<file path="src/rtl/synth_ctrl_regs_if.sv">
// Avalon-MM slave bus bundle for the synth control register block.
interface synth_ctrl_regs_if;
    logic [6:0]  AVL_ADDR;
    logic [3:0]  AVL_BYTE_EN;
    logic        AVL_READ;
    logic        AVL_WRITE;
    logic        AVL_CS;
    logic [31:0] AVL_WRITEDATA;
    logic [31:0] AVL_READDATA;
    logic        AVL_READDATAVALID;

    modport master (
        output AVL_ADDR, AVL_BYTE_EN, AVL_READ, AVL_WRITE, AVL_CS, AVL_WRITEDATA,
        input  AVL_READDATA, AVL_READDATAVALID
    );

    modport slave (
        input  AVL_ADDR, AVL_BYTE_EN, AVL_READ, AVL_WRITE, AVL_CS, AVL_WRITEDATA,
        output AVL_READDATA, AVL_READDATAVALID
    );
endinterface

</file>
<file path="src/rtl/synth_ctrl_regs.sv">
// Synth engine control slave: immediate global registers, double-buffered
// per-voice FREQ/AMP banks applied on SAMPLE_TICK after COMMIT, and a key
// event FIFO drained by the voice allocator.
module synth_ctrl_regs #(
    parameter int NUM_VOICES = 4,
    parameter int FIFO_DEPTH = 8,
    parameter int AMP_W      = 16
) (
    input  logic                        CLK,
    input  logic                        RESET,
    synth_ctrl_regs_if.slave            avl,
    input  logic                        SAMPLE_TICK,
    output logic [1:0]                  SHAPE0,
    output logic [1:0]                  SHAPE1,
    output logic [15:0]                 ATTACK,
    output logic [15:0]                 DECAY,
    output logic [15:0]                 SUSTAIN,
    output logic [15:0]                 RLEASE,
    output logic                        GLIDE_EN,
    output logic                        ARP_EN,
    output logic [15:0]                 GLIDE_RATE,
    output logic [15:0]                 ARP_TIME,
    output logic [7*NUM_VOICES-1:0]     FREQ,
    output logic [AMP_W*NUM_VOICES-1:0] AMP0,
    output logic [AMP_W*NUM_VOICES-1:0] AMP1,
    output logic                        EVT_VALID,
    output logic [15:0]                 EVT_DATA,
    input  logic                        EVT_POP,
    output logic                        COMMIT_PENDING
);

    localparam int PTR_W = $clog2(FIFO_DEPTH);
    localparam int LVL_W = PTR_W + 1;

    logic        wr;
    logic        rd;
    logic [31:0] wmask;
    logic [31:0] rd_mux;
    logic [3:0]  voice;

    logic [3:0]  shape;
    logic [1:0]  ctrl;
    logic        commit_pending;
    logic        commit_wr;
    logic        apply;

    logic [6:0]       freq_sh  [NUM_VOICES];
    logic [AMP_W-1:0] amp0_sh  [NUM_VOICES];
    logic [AMP_W-1:0] amp1_sh  [NUM_VOICES];
    logic [6:0]       freq_act [NUM_VOICES];
    logic [AMP_W-1:0] amp0_act [NUM_VOICES];
    logic [AMP_W-1:0] amp1_act [NUM_VOICES];

    logic [15:0]      fifo_mem [FIFO_DEPTH];
    logic [PTR_W-1:0] wr_ptr;
    logic [PTR_W-1:0] rd_ptr;
    logic [LVL_W-1:0] level;
    logic             full;
    logic             empty;
    logic             overflow;
    logic             push_req;
    logic             do_push;
    logic             do_pop;

    assign wr        = avl.AVL_WRITE & avl.AVL_CS;
    assign rd        = avl.AVL_READ & avl.AVL_CS;
    assign voice     = avl.AVL_ADDR[3:0];
    assign commit_wr = wr && (avl.AVL_ADDR == 7'd8);
    assign apply     = SAMPLE_TICK && commit_pending;

    assign full      = (level == LVL_W'(FIFO_DEPTH));
    assign empty     = (level == '0);
    assign push_req  = wr && (avl.AVL_ADDR == 7'd10);
    assign do_pop    = EVT_POP && !empty;
    assign do_push   = push_req && (!full || do_pop);

    // Byte-lane write mask and merge: unselected lanes keep the current value.
    always_comb begin
        wmask = '0;
        for (int i = 0; i < 4; i++) begin
            wmask[8*i +: 8] = {8{avl.AVL_BYTE_EN[i]}};
        end
    end

    function automatic logic [31:0] merge_be(input logic [31:0] cur);
        return (cur & ~wmask) | (avl.AVL_WRITEDATA & wmask);
    endfunction

    // Read mux: current (pre-write) value of the addressed register, zero-extended.
    always_comb begin
        rd_mux = '0;
        case (avl.AVL_ADDR)
            7'd0: rd_mux = {28'd0, shape};
            7'd1: rd_mux = {16'd0, ATTACK};
            7'd2: rd_mux = {16'd0, DECAY};
            7'd3: rd_mux = {16'd0, SUSTAIN};
            7'd4: rd_mux = {16'd0, RLEASE};
            7'd5: rd_mux = {30'd0, ctrl};
            7'd6: rd_mux = {16'd0, GLIDE_RATE};
            7'd7: rd_mux = {16'd0, ARP_TIME};
            7'd9: rd_mux = {16'd0, 8'(level), 4'd0, overflow, empty, full, commit_pending};
            default: begin
                if (avl.AVL_ADDR[6]) begin
                    for (int v = 0; v < NUM_VOICES; v++) begin
                        if (voice == 4'(v)) begin
                            case (avl.AVL_ADDR[5:4])
                                2'd0:    rd_mux = 32'(freq_sh[v]);
                                2'd1:    rd_mux = 32'(amp1_sh[v]);
                                2'd2:    rd_mux = 32'(amp0_sh[v]);
                                default: rd_mux = '0;
                            endcase
                        end
                    end
                end
            end
        endcase
    end

    // Immediate-effect global registers.
    always_ff @(posedge CLK) begin
        if (RESET) begin
            shape      <= '0;
            ATTACK     <= '0;
            DECAY      <= '0;
            SUSTAIN    <= '0;
            RLEASE     <= '0;
            ctrl       <= '0;
            GLIDE_RATE <= '0;
            ARP_TIME   <= '0;
        end else if (wr) begin
            case (avl.AVL_ADDR)
                7'd0: shape      <= 4'(merge_be(rd_mux));
                7'd1: ATTACK     <= 16'(merge_be(rd_mux));
                7'd2: DECAY      <= 16'(merge_be(rd_mux));
                7'd3: SUSTAIN    <= 16'(merge_be(rd_mux));
                7'd4: RLEASE     <= 16'(merge_be(rd_mux));
                7'd5: ctrl       <= 2'(merge_be(rd_mux));
                7'd6: GLIDE_RATE <= 16'(merge_be(rd_mux));
                7'd7: ARP_TIME   <= 16'(merge_be(rd_mux));
                default: ;
            endcase
        end
    end

    assign SHAPE0   = shape[1:0];
    assign SHAPE1   = shape[3:2];
    assign GLIDE_EN = ctrl[0];
    assign ARP_EN   = ctrl[1];

    // Shadow bank: written by the bus, voices beyond NUM_VOICES never match.
    always_ff @(posedge CLK) begin
        if (RESET) begin
            for (int v = 0; v < NUM_VOICES; v++) begin
                freq_sh[v] <= '0;
                amp0_sh[v] <= '0;
                amp1_sh[v] <= '0;
            end
        end else if (wr && avl.AVL_ADDR[6]) begin
            for (int v = 0; v < NUM_VOICES; v++) begin
                if (voice == 4'(v)) begin
                    case (avl.AVL_ADDR[5:4])
                        2'd0:    freq_sh[v] <= 7'(merge_be(rd_mux));
                        2'd1:    amp1_sh[v] <= AMP_W'(merge_be(rd_mux));
                        2'd2:    amp0_sh[v] <= AMP_W'(merge_be(rd_mux));
                        default: ;
                    endcase
                end
            end
        end
    end

    // Active bank: atomic copy of the pre-write shadow values on apply.
    always_ff @(posedge CLK) begin
        if (RESET) begin
            for (int v = 0; v < NUM_VOICES; v++) begin
                freq_act[v] <= '0;
                amp0_act[v] <= '0;
                amp1_act[v] <= '0;
            end
        end else if (apply) begin
            for (int v = 0; v < NUM_VOICES; v++) begin
                freq_act[v] <= freq_sh[v];
                amp0_act[v] <= amp0_sh[v];
                amp1_act[v] <= amp1_sh[v];
            end
        end
    end

    for (genvar v = 0; v < NUM_VOICES; v++) begin : g_voice_out
        assign FREQ[7*v +: 7]     = freq_act[v];
        assign AMP0[AMP_W*v +: AMP_W] = amp0_act[v];
        assign AMP1[AMP_W*v +: AMP_W] = amp1_act[v];
    end

    // Commit flag: a COMMIT write wins over the clear so a coincident tick defers to the next one.
    always_ff @(posedge CLK) begin
        if (RESET) begin
            commit_pending <= 1'b0;
        end else if (commit_wr) begin
            commit_pending <= 1'b1;
        end else if (apply) begin
            commit_pending <= 1'b0;
        end
    end

    assign COMMIT_PENDING = commit_pending;

    // Event FIFO storage, pointers, level and sticky overflow.
    always_ff @(posedge CLK) begin
        if (RESET) begin
            for (int i = 0; i < FIFO_DEPTH; i++) begin
                fifo_mem[i] <= '0;
            end
            wr_ptr   <= '0;
            rd_ptr   <= '0;
            level    <= '0;
            overflow <= 1'b0;
        end else begin
            if (do_push) begin
                fifo_mem[wr_ptr] <= avl.AVL_WRITEDATA[15:0];
                wr_ptr           <= wr_ptr + 1'b1;
            end
            if (do_pop) begin
                rd_ptr <= rd_ptr + 1'b1;
            end
            case ({do_push, do_pop})
                2'b10:   level <= level + 1'b1;
                2'b01:   level <= level - 1'b1;
                default: ;
            endcase
            if (push_req && full && !do_pop) begin
                overflow <= 1'b1;
            end else if (wr && (avl.AVL_ADDR == 7'd9) && avl.AVL_BYTE_EN[0] && avl.AVL_WRITEDATA[3]) begin
                overflow <= 1'b0;
            end
        end
    end

    assign EVT_VALID = !empty;
    assign EVT_DATA  = empty ? 16'h0000 : fifo_mem[rd_ptr];

    // Registered read port: data is zero except in the single valid cycle.
    always_ff @(posedge CLK) begin
        if (RESET) begin
            avl.AVL_READDATA      <= '0;
            avl.AVL_READDATAVALID <= 1'b0;
        end else begin
            avl.AVL_READDATA      <= rd ? rd_mux : 32'd0;
            avl.AVL_READDATAVALID <= rd;
        end
    end

endmodule
</file>
<file path="src/flat_wrapper.sv">
// flat-port wrapper written by rule: the top's interface ports become plain ports
module synth_ctrl_regs_flat 
#(
    parameter int NUM_VOICES = 4,
    parameter int FIFO_DEPTH = 8,
    parameter int AMP_W      = 16
)
  (CLK, RESET, SAMPLE_TICK, SHAPE0, SHAPE1, ATTACK, DECAY, SUSTAIN, RLEASE, GLIDE_EN, ARP_EN, GLIDE_RATE, ARP_TIME, FREQ, AMP0, AMP1, EVT_VALID, EVT_DATA, EVT_POP, COMMIT_PENDING, avl_AVL_ADDR, avl_AVL_BYTE_EN, avl_AVL_READ, avl_AVL_WRITE, avl_AVL_CS, avl_AVL_WRITEDATA, avl_AVL_READDATA, avl_AVL_READDATAVALID);
  synth_ctrl_regs_if avl_i ();
  input  logic CLK;
  input  logic RESET;
  input  logic SAMPLE_TICK;
  output logic [1:0] SHAPE0;
  output logic [1:0] SHAPE1;
  output logic [15:0] ATTACK;
  output logic [15:0] DECAY;
  output logic [15:0] SUSTAIN;
  output logic [15:0] RLEASE;
  output logic GLIDE_EN;
  output logic ARP_EN;
  output logic [15:0] GLIDE_RATE;
  output logic [15:0] ARP_TIME;
  output logic [7*NUM_VOICES-1:0] FREQ;
  output logic [AMP_W*NUM_VOICES-1:0] AMP0;
  output logic [AMP_W*NUM_VOICES-1:0] AMP1;
  output logic EVT_VALID;
  output logic [15:0] EVT_DATA;
  input  logic EVT_POP;
  output logic COMMIT_PENDING;
  input wire logic [$bits(avl_i.AVL_ADDR)-1:0] avl_AVL_ADDR;
  input wire logic [$bits(avl_i.AVL_BYTE_EN)-1:0] avl_AVL_BYTE_EN;
  input wire logic [$bits(avl_i.AVL_READ)-1:0] avl_AVL_READ;
  input wire logic [$bits(avl_i.AVL_WRITE)-1:0] avl_AVL_WRITE;
  input wire logic [$bits(avl_i.AVL_CS)-1:0] avl_AVL_CS;
  input wire logic [$bits(avl_i.AVL_WRITEDATA)-1:0] avl_AVL_WRITEDATA;
  output wire logic [$bits(avl_i.AVL_READDATA)-1:0] avl_AVL_READDATA;
  output wire logic [$bits(avl_i.AVL_READDATAVALID)-1:0] avl_AVL_READDATAVALID;
  assign avl_i.AVL_ADDR = avl_AVL_ADDR;
  assign avl_i.AVL_BYTE_EN = avl_AVL_BYTE_EN;
  assign avl_i.AVL_READ = avl_AVL_READ;
  assign avl_i.AVL_WRITE = avl_AVL_WRITE;
  assign avl_i.AVL_CS = avl_AVL_CS;
  assign avl_i.AVL_WRITEDATA = avl_AVL_WRITEDATA;
  assign avl_AVL_READDATA = avl_i.AVL_READDATA;
  assign avl_AVL_READDATAVALID = avl_i.AVL_READDATAVALID;
  synth_ctrl_regs #(.NUM_VOICES(NUM_VOICES), .FIFO_DEPTH(FIFO_DEPTH), .AMP_W(AMP_W)) u_core (.CLK(CLK), .RESET(RESET), .avl(avl_i), .SAMPLE_TICK(SAMPLE_TICK), .SHAPE0(SHAPE0), .SHAPE1(SHAPE1), .ATTACK(ATTACK), .DECAY(DECAY), .SUSTAIN(SUSTAIN), .RLEASE(RLEASE), .GLIDE_EN(GLIDE_EN), .ARP_EN(ARP_EN), .GLIDE_RATE(GLIDE_RATE), .ARP_TIME(ARP_TIME), .FREQ(FREQ), .AMP0(AMP0), .AMP1(AMP1), .EVT_VALID(EVT_VALID), .EVT_DATA(EVT_DATA), .EVT_POP(EVT_POP), .COMMIT_PENDING(COMMIT_PENDING));
endmodule
</file>
<file path="config.mk">
export PLATFORM = sky130hd
export DESIGN_NAME = synth_ctrl_regs_flat
export DESIGN_NICKNAME = d
export VERILOG_FILES = /design/src/rtl/synth_ctrl_regs_if.sv /design/src/rtl/synth_ctrl_regs.sv /design/src/flat_wrapper.sv
export SDC_FILE = /design/constraint.sdc
export NUM_CORES = 1
export LEC_CHECK = 0
export CORE_ASPECT_RATIO = 0.6
export CORE_MARGIN = 2
export CORE_UTILIZATION = 45
export DETAILED_ROUTE_END_ITERATION = 6
export PLACE_DENSITY_LB_ADDON = 0.08
export SKIP_CTS_REPAIR_TIMING = 1
export SYNTH_ARGS = -nofsm -noshare
export SYNTH_HDL_FRONTEND = slang
export SYNTH_SLANG_ARGS = --single-unit
</file>
<file path="constraint.sdc">
create_clock -name CLK -period 7.26 [get_ports CLK]
set_clock_uncertainty 0.05 [all_clocks]
set_input_delay 1.089 -clock CLK [delete_from_list [all_inputs] [get_ports CLK]]
set_output_delay 1.089 -clock CLK [all_outputs]
set_load 0.03 [all_outputs]
</file>
# Word-level counts from Yosys, hierarchy flattened

Memories as Yosys holds them, arrays and structs flattened. A register that Yosys moved wholly into a read port is not among the register bits.
Cells that the tools add are included.

Bits in registers: 147
RAM bits: 440
Input bits: 50
Output and inout bits: 309
Logic and storage cells: 211
Memories kept: 7

Memory list:

| memory          | depth | width | read ports | clocked after memory_dff | wr ports | RTL line              | text |
|---|---|---|---|---|---|---|---|
| u_core.fifo_mem | 8     | 16    | 1          | 1                        | 8        | synth_ctrl_regs.sv:54 | `logic [15:0] fifo_mem [FIFO_DEPTH];` |
| u_core.amp0_act | 4     | 16    | 4          | 0                        | 4        | synth_ctrl_regs.sv:51 | `logic [AMP_W-1:0] amp0_act [NUM_VOICES];` |
| u_core.amp0_sh  | 4     | 16    | 4          | 0                        | 4        | synth_ctrl_regs.sv:48 | `logic [AMP_W-1:0] amp0_sh [NUM_VOICES];` |
| u_core.amp1_act | 4     | 16    | 4          | 0                        | 4        | synth_ctrl_regs.sv:52 | `logic [AMP_W-1:0] amp1_act [NUM_VOICES];` |
| u_core.amp1_sh  | 4     | 16    | 4          | 0                        | 4        | synth_ctrl_regs.sv:49 | `logic [AMP_W-1:0] amp1_sh [NUM_VOICES];` |
| u_core.freq_act | 4     | 7     | 4          | 0                        | 4        | synth_ctrl_regs.sv:50 | `logic [6:0] freq_act [NUM_VOICES];` |
| 1 more memories | -     | -     | -          | -                        | -        | -                     |  |

$add $sub $neg: 4
Equality and inequality tests: 18
Muxes and demuxes: 104
Bitwise gates (word level): 31
Reductions and logical operators: 32

Operator list:

| operator                                                         | count |
|---|---|
| 16-bit 2-to-1 mux                                                | 18 |
| 32-bit case mux with 9 select lines                              | 1 |
| 16-bit case mux with 3 select lines                              | 4 |
| 32-bit 2-to-1 mux                                                | 5 |
| 1-bit 2-to-1 mux                                                 | 64 |
| 7-bit 2-to-1 mux                                                 | 8 |
| 16-bit bitwise AND                                               | 2 |
| 7-bit by 3-bit == test with 1-bit output (second input constant) | 4 |
| 1-bit bitwise OR                                                 | 24 |
| 7-bit by 4-bit == test with 1-bit output (second input constant) | 3 |
| 16-bit NOT                                                       | 1 |
| 16-bit bitwise OR                                                | 1 |
| 2-bit AND reduction                                              | 8 |
| 16-bit OR reduction                                              | 1 |
| 7-bit by 2-bit == test with 1-bit output (second input constant) | 2 |
| 1-bit logical AND                                                | 11 |
| 3-bit 2-to-1 mux                                                 | 3 |
| 4-bit by 2-bit == test with 1-bit output (second input constant) | 2 |
| 4-bit zero test                                                  | 2 |
| 4-bit case mux with 2 select lines                               | 1 |
| 7-bit by 1-bit == test with 1-bit output (second input constant) | 1 |
| 7-bit zero test                                                  | 1 |
| 3-bit by 1-bit adder with 3-bit output (second input constant)   | 2 |
| 2-bit nonzero test                                               | 3 |
| other kinds (12)                                                 | 17 |

# Longest topological paths before layout

Word-level depth: 11
Gate-level depth with buffers: 11
Mapped depth without buffers: 8

# Worst setup path after synthesis

Ideal clock, no wire load.

Kind: in2reg
Start: input port RESET
End: memory u_core.amp0_act[0][0] (enable)
Arrival time: 5604 ps
Required time: 6666 ps
Path slack: 1062 ps
Stages: 4
Path buffers: 3
Cells stage by stage: clkbuf_1 clkbuf_1 clkbuf_1 nand2b_1

RTL lines:

| what            | RTL line              | text |
|---|---|---|
| start, declared | flat_wrapper.sv:11    | `input logic RESET;` |
| end, declared   | synth_ctrl_regs.sv:51 |  |

==> results.toml <==
[power]
p_per_area_nw_per_um2 = 239
seq_power_share_pct = 50.0
p_leak_nw = 10.7
p_sw_w = 0.00186
switching_share_pct = 25.3
p_int_w = 0.00549
p_comb_share_pct = 11.1
pwr-share-clk_pct = 38.9
ir_worst_vdd_mv = 0.170

[global_route]
grt_use_total_pct = 27.2
grt_max_degree = 104
grt_pass1_vias = 17078
grt_pass1_wl_um = 116000
antenna_found_initial = 3
gr-total-overflow = 0

[clock_tree]
htreeDepth = 2
cts_tree = "done"
clock-sinks = 574
insertion_delay_ps = 600
cts-buffers-inserted = 54
cts_root_buf = "clkbuf_16"
clkTransAtPathRegs_ps = 70
cts_buffer_depth = 3

[yosys]
yosys_warnings = 0
yosysSeqAreaShare_pct = 62.9
synth-edff-count = 440
yosysUniqueCellTypes = 81
syn_inst = 2021
synthFlopType = "edfxtp_1"
ys_seq_elements = 574
synthArstFlopShare_pct = 0
syn_area_per_cell_um2 = 12.5
syn-cell-area_um2 = 25300

[critical_path]
cp_data_required_time_ps = 7500
crit_path_start_kind = "input pin"
cp_max_fo = 20
arrival_ps = 5130
crit_path_end_kind = "flip-flop"
crit_type = "in -> reg"

[timing]
final-max-slew-violation-count = 0
slew_headroom_pct = 13.8
fin_crit_sh_pct = 67.3
rsz0062_at_grt = "no"
clock.fmax_mhz = 205
worst_pin_slew_ps = 1290
setup_viol_count_final = 0
fin_tns_setup_ps = 0
finalHoldViolations = 0
min_period_ps = 4890

[finish]
syn_to_final_growth_pct = 21.8
instances_no_fill = 3082
layout_commonest_cell = "edfxtp_1"
final_cell_mix = "edfxtp_1, clkdlybuf4s50_1, and2_1, nor2_1, dfxtp_1"
drive_gt1_share_pct = 9.17
nNetsFinal = 2333

[die]
die_area_um2 = 58100
core_um2 = 55700
die_h_um = 188
rows = 67
die_w_um = 310
initial_core_util_pct = 45.4
ios = 359

[drt]
drt_wl_total_um = 80400
first_pass_iters = 6
vias = 17731
wl_per_cell_um = 26.1
antenna_left = 0
vias_per_cell = 5.75
drt_drc_violations_left = 0
drt_iter0_markers = 1981

[min_path]
hold_class = "reg -> reg"

[placement]
placed_cells = 2981
hpwl_um = 55500
io_buffers = 324
gp_congestion = 0.934

[job]
drv_cap = 0

[status]
status = "finished, final reports clean"
[area by class of cell]
| cell class | instances | area (um^2) |
|---|---|---|
| Antenna cell | 1 | 2.50 |
| Clock buffer | 66 | 1430 |
| Clock inverter | 34 | 327 |
| Fill cell | 4700 | 24900 |
| Inverter | 14 | 52.6 |
| Multi-Input combinational cell | 1278 | 8640 |
| Sequential cell | 574 | 15900 |
| Tap cell | 759 | 950 |
| Timing Repair Buffer | 356 | 3470 |
[metrics by stage]
stage	hold slack (ps)	area, um^2	utilization [%]	worst slack, ps	power (W)
finish	448	30800	55.3	2370	0.00735
global route	480	30800	55.3	2210	0.00757
CTS	440	30800	55.3	2490	0.00739
detailed placement	421	29000	52.1	1870	0.00456
global placement	419	29000	52.1	1970	0.00455
floorplan	396	25300	-	1060	0.00424
[state kept, by name, summed over array words and instances, names as in the netlist, 28 cells and up, named ones only]
name             count
u_core.amp1_act     64
u_core.freq_sh      28
u_core.amp0_act     64
u_core.amp0_sh      64
u_core.freq_act     28
u_core.fifo_mem    128
u_core.amp1_sh      64
[cell families after synthesis]
logic type / count (synthesis) / share of synthesized area (%)
DFF: 574 / 62.9
muxes: 98 / 5.94
adders and majority gates: 5 / 0.277
other: 1 / 0.0148
and+or+nand+nor: 841 / 18.2
AOI/OAI and AO/OA: 311 / 8.88
buffers and inverters: 184 / 3.48
xor gates and xnor gates: 7 / 0.243
[worst paths after layout]
path	startpoint	endpoint	slack, ps	cells past startpoint
max	avl_AVL_ADDR[3]	u_core.freq_sh[0][0]	2370	8
min	u_core.overflow	u_core.overflow	450	2
max reg2reg	u_core.level[1]	u_core.fifo_mem[4][9]	3960	6
min reg2reg	u_core.overflow	u_core.overflow	450	2
[cell usage after synthesis (all sizes together) (6+ instances only)]
master / instances / area, um^2
a22o: 10 / 87.6
o21bai: 12 / 90.1
mux2i: 52 / 521
nand2b: 20 / 125
a2111oi: 10 / 93.8
mux4: 41 / 923
a211oi: 11 / 82.6
a21o: 9 / 67.6
a31o: 7 / 61.3
nor2b: 32 / 200
o2bb2ai: 11 / 96.3
or2: 12 / 75.1
nand3b: 90 / 676
nor2: 217 / 817
o31ai: 25 / 188
dfxtp: 134 / 2680
inv: 13 / 48.8
a221oi: 22 / 193
buf: 74 / 467
a222oi: 6 / 60.1
nor4: 7 / 43.8
a311oi: 7 / 61.3
edfxtp: 440 / 13200
a21oi: 32 / 164
o21ai: 74 / 370
clkbuf: 96 / 360
o41ai: 10 / 95.1
and2: 285 / 1780
nand2: 102 / 383
a22oi: 10 / 75.1
o21a: 25 / 188
nor3: 41 / 220
[worst max-delay path: stages]
cell             delay [ps]
clkdlybuf4s50_1         840
nand4bb_1               800
buf_4                   440
a2111oi_0               380
a211o_1                 210
a21oi_1                 130
nor3_4                 1050
nor3_1                  160
[metal layers]
metal / wire length (um) / global-route usage (%) / part of all wire [%] / vias up
li1: - / - / - / 7865
met1: 35600 / 41.3 / 44 / 8820
met4: 1700 / 6.04 / 2.1 / 2
met2: 34500 / 39.1 / 43 / 932
met5: 16 / 0 / 0.020 / -
met3: 8600 / 7.08 / 11 / 112
[power groups by stage]
stage                     clock [W]  combinational [W]  sequential, W
after CTS                   0.00289           0.000816        0.00368
after floorplan                   0           0.000441        0.00380
final                       0.00286           0.000814        0.00368
after global routing        0.00302           0.000859        0.00369
after global placement            0           0.000806        0.00374
after detailed placement          0           0.000815        0.00375
(Power assumes the default switching activity.)
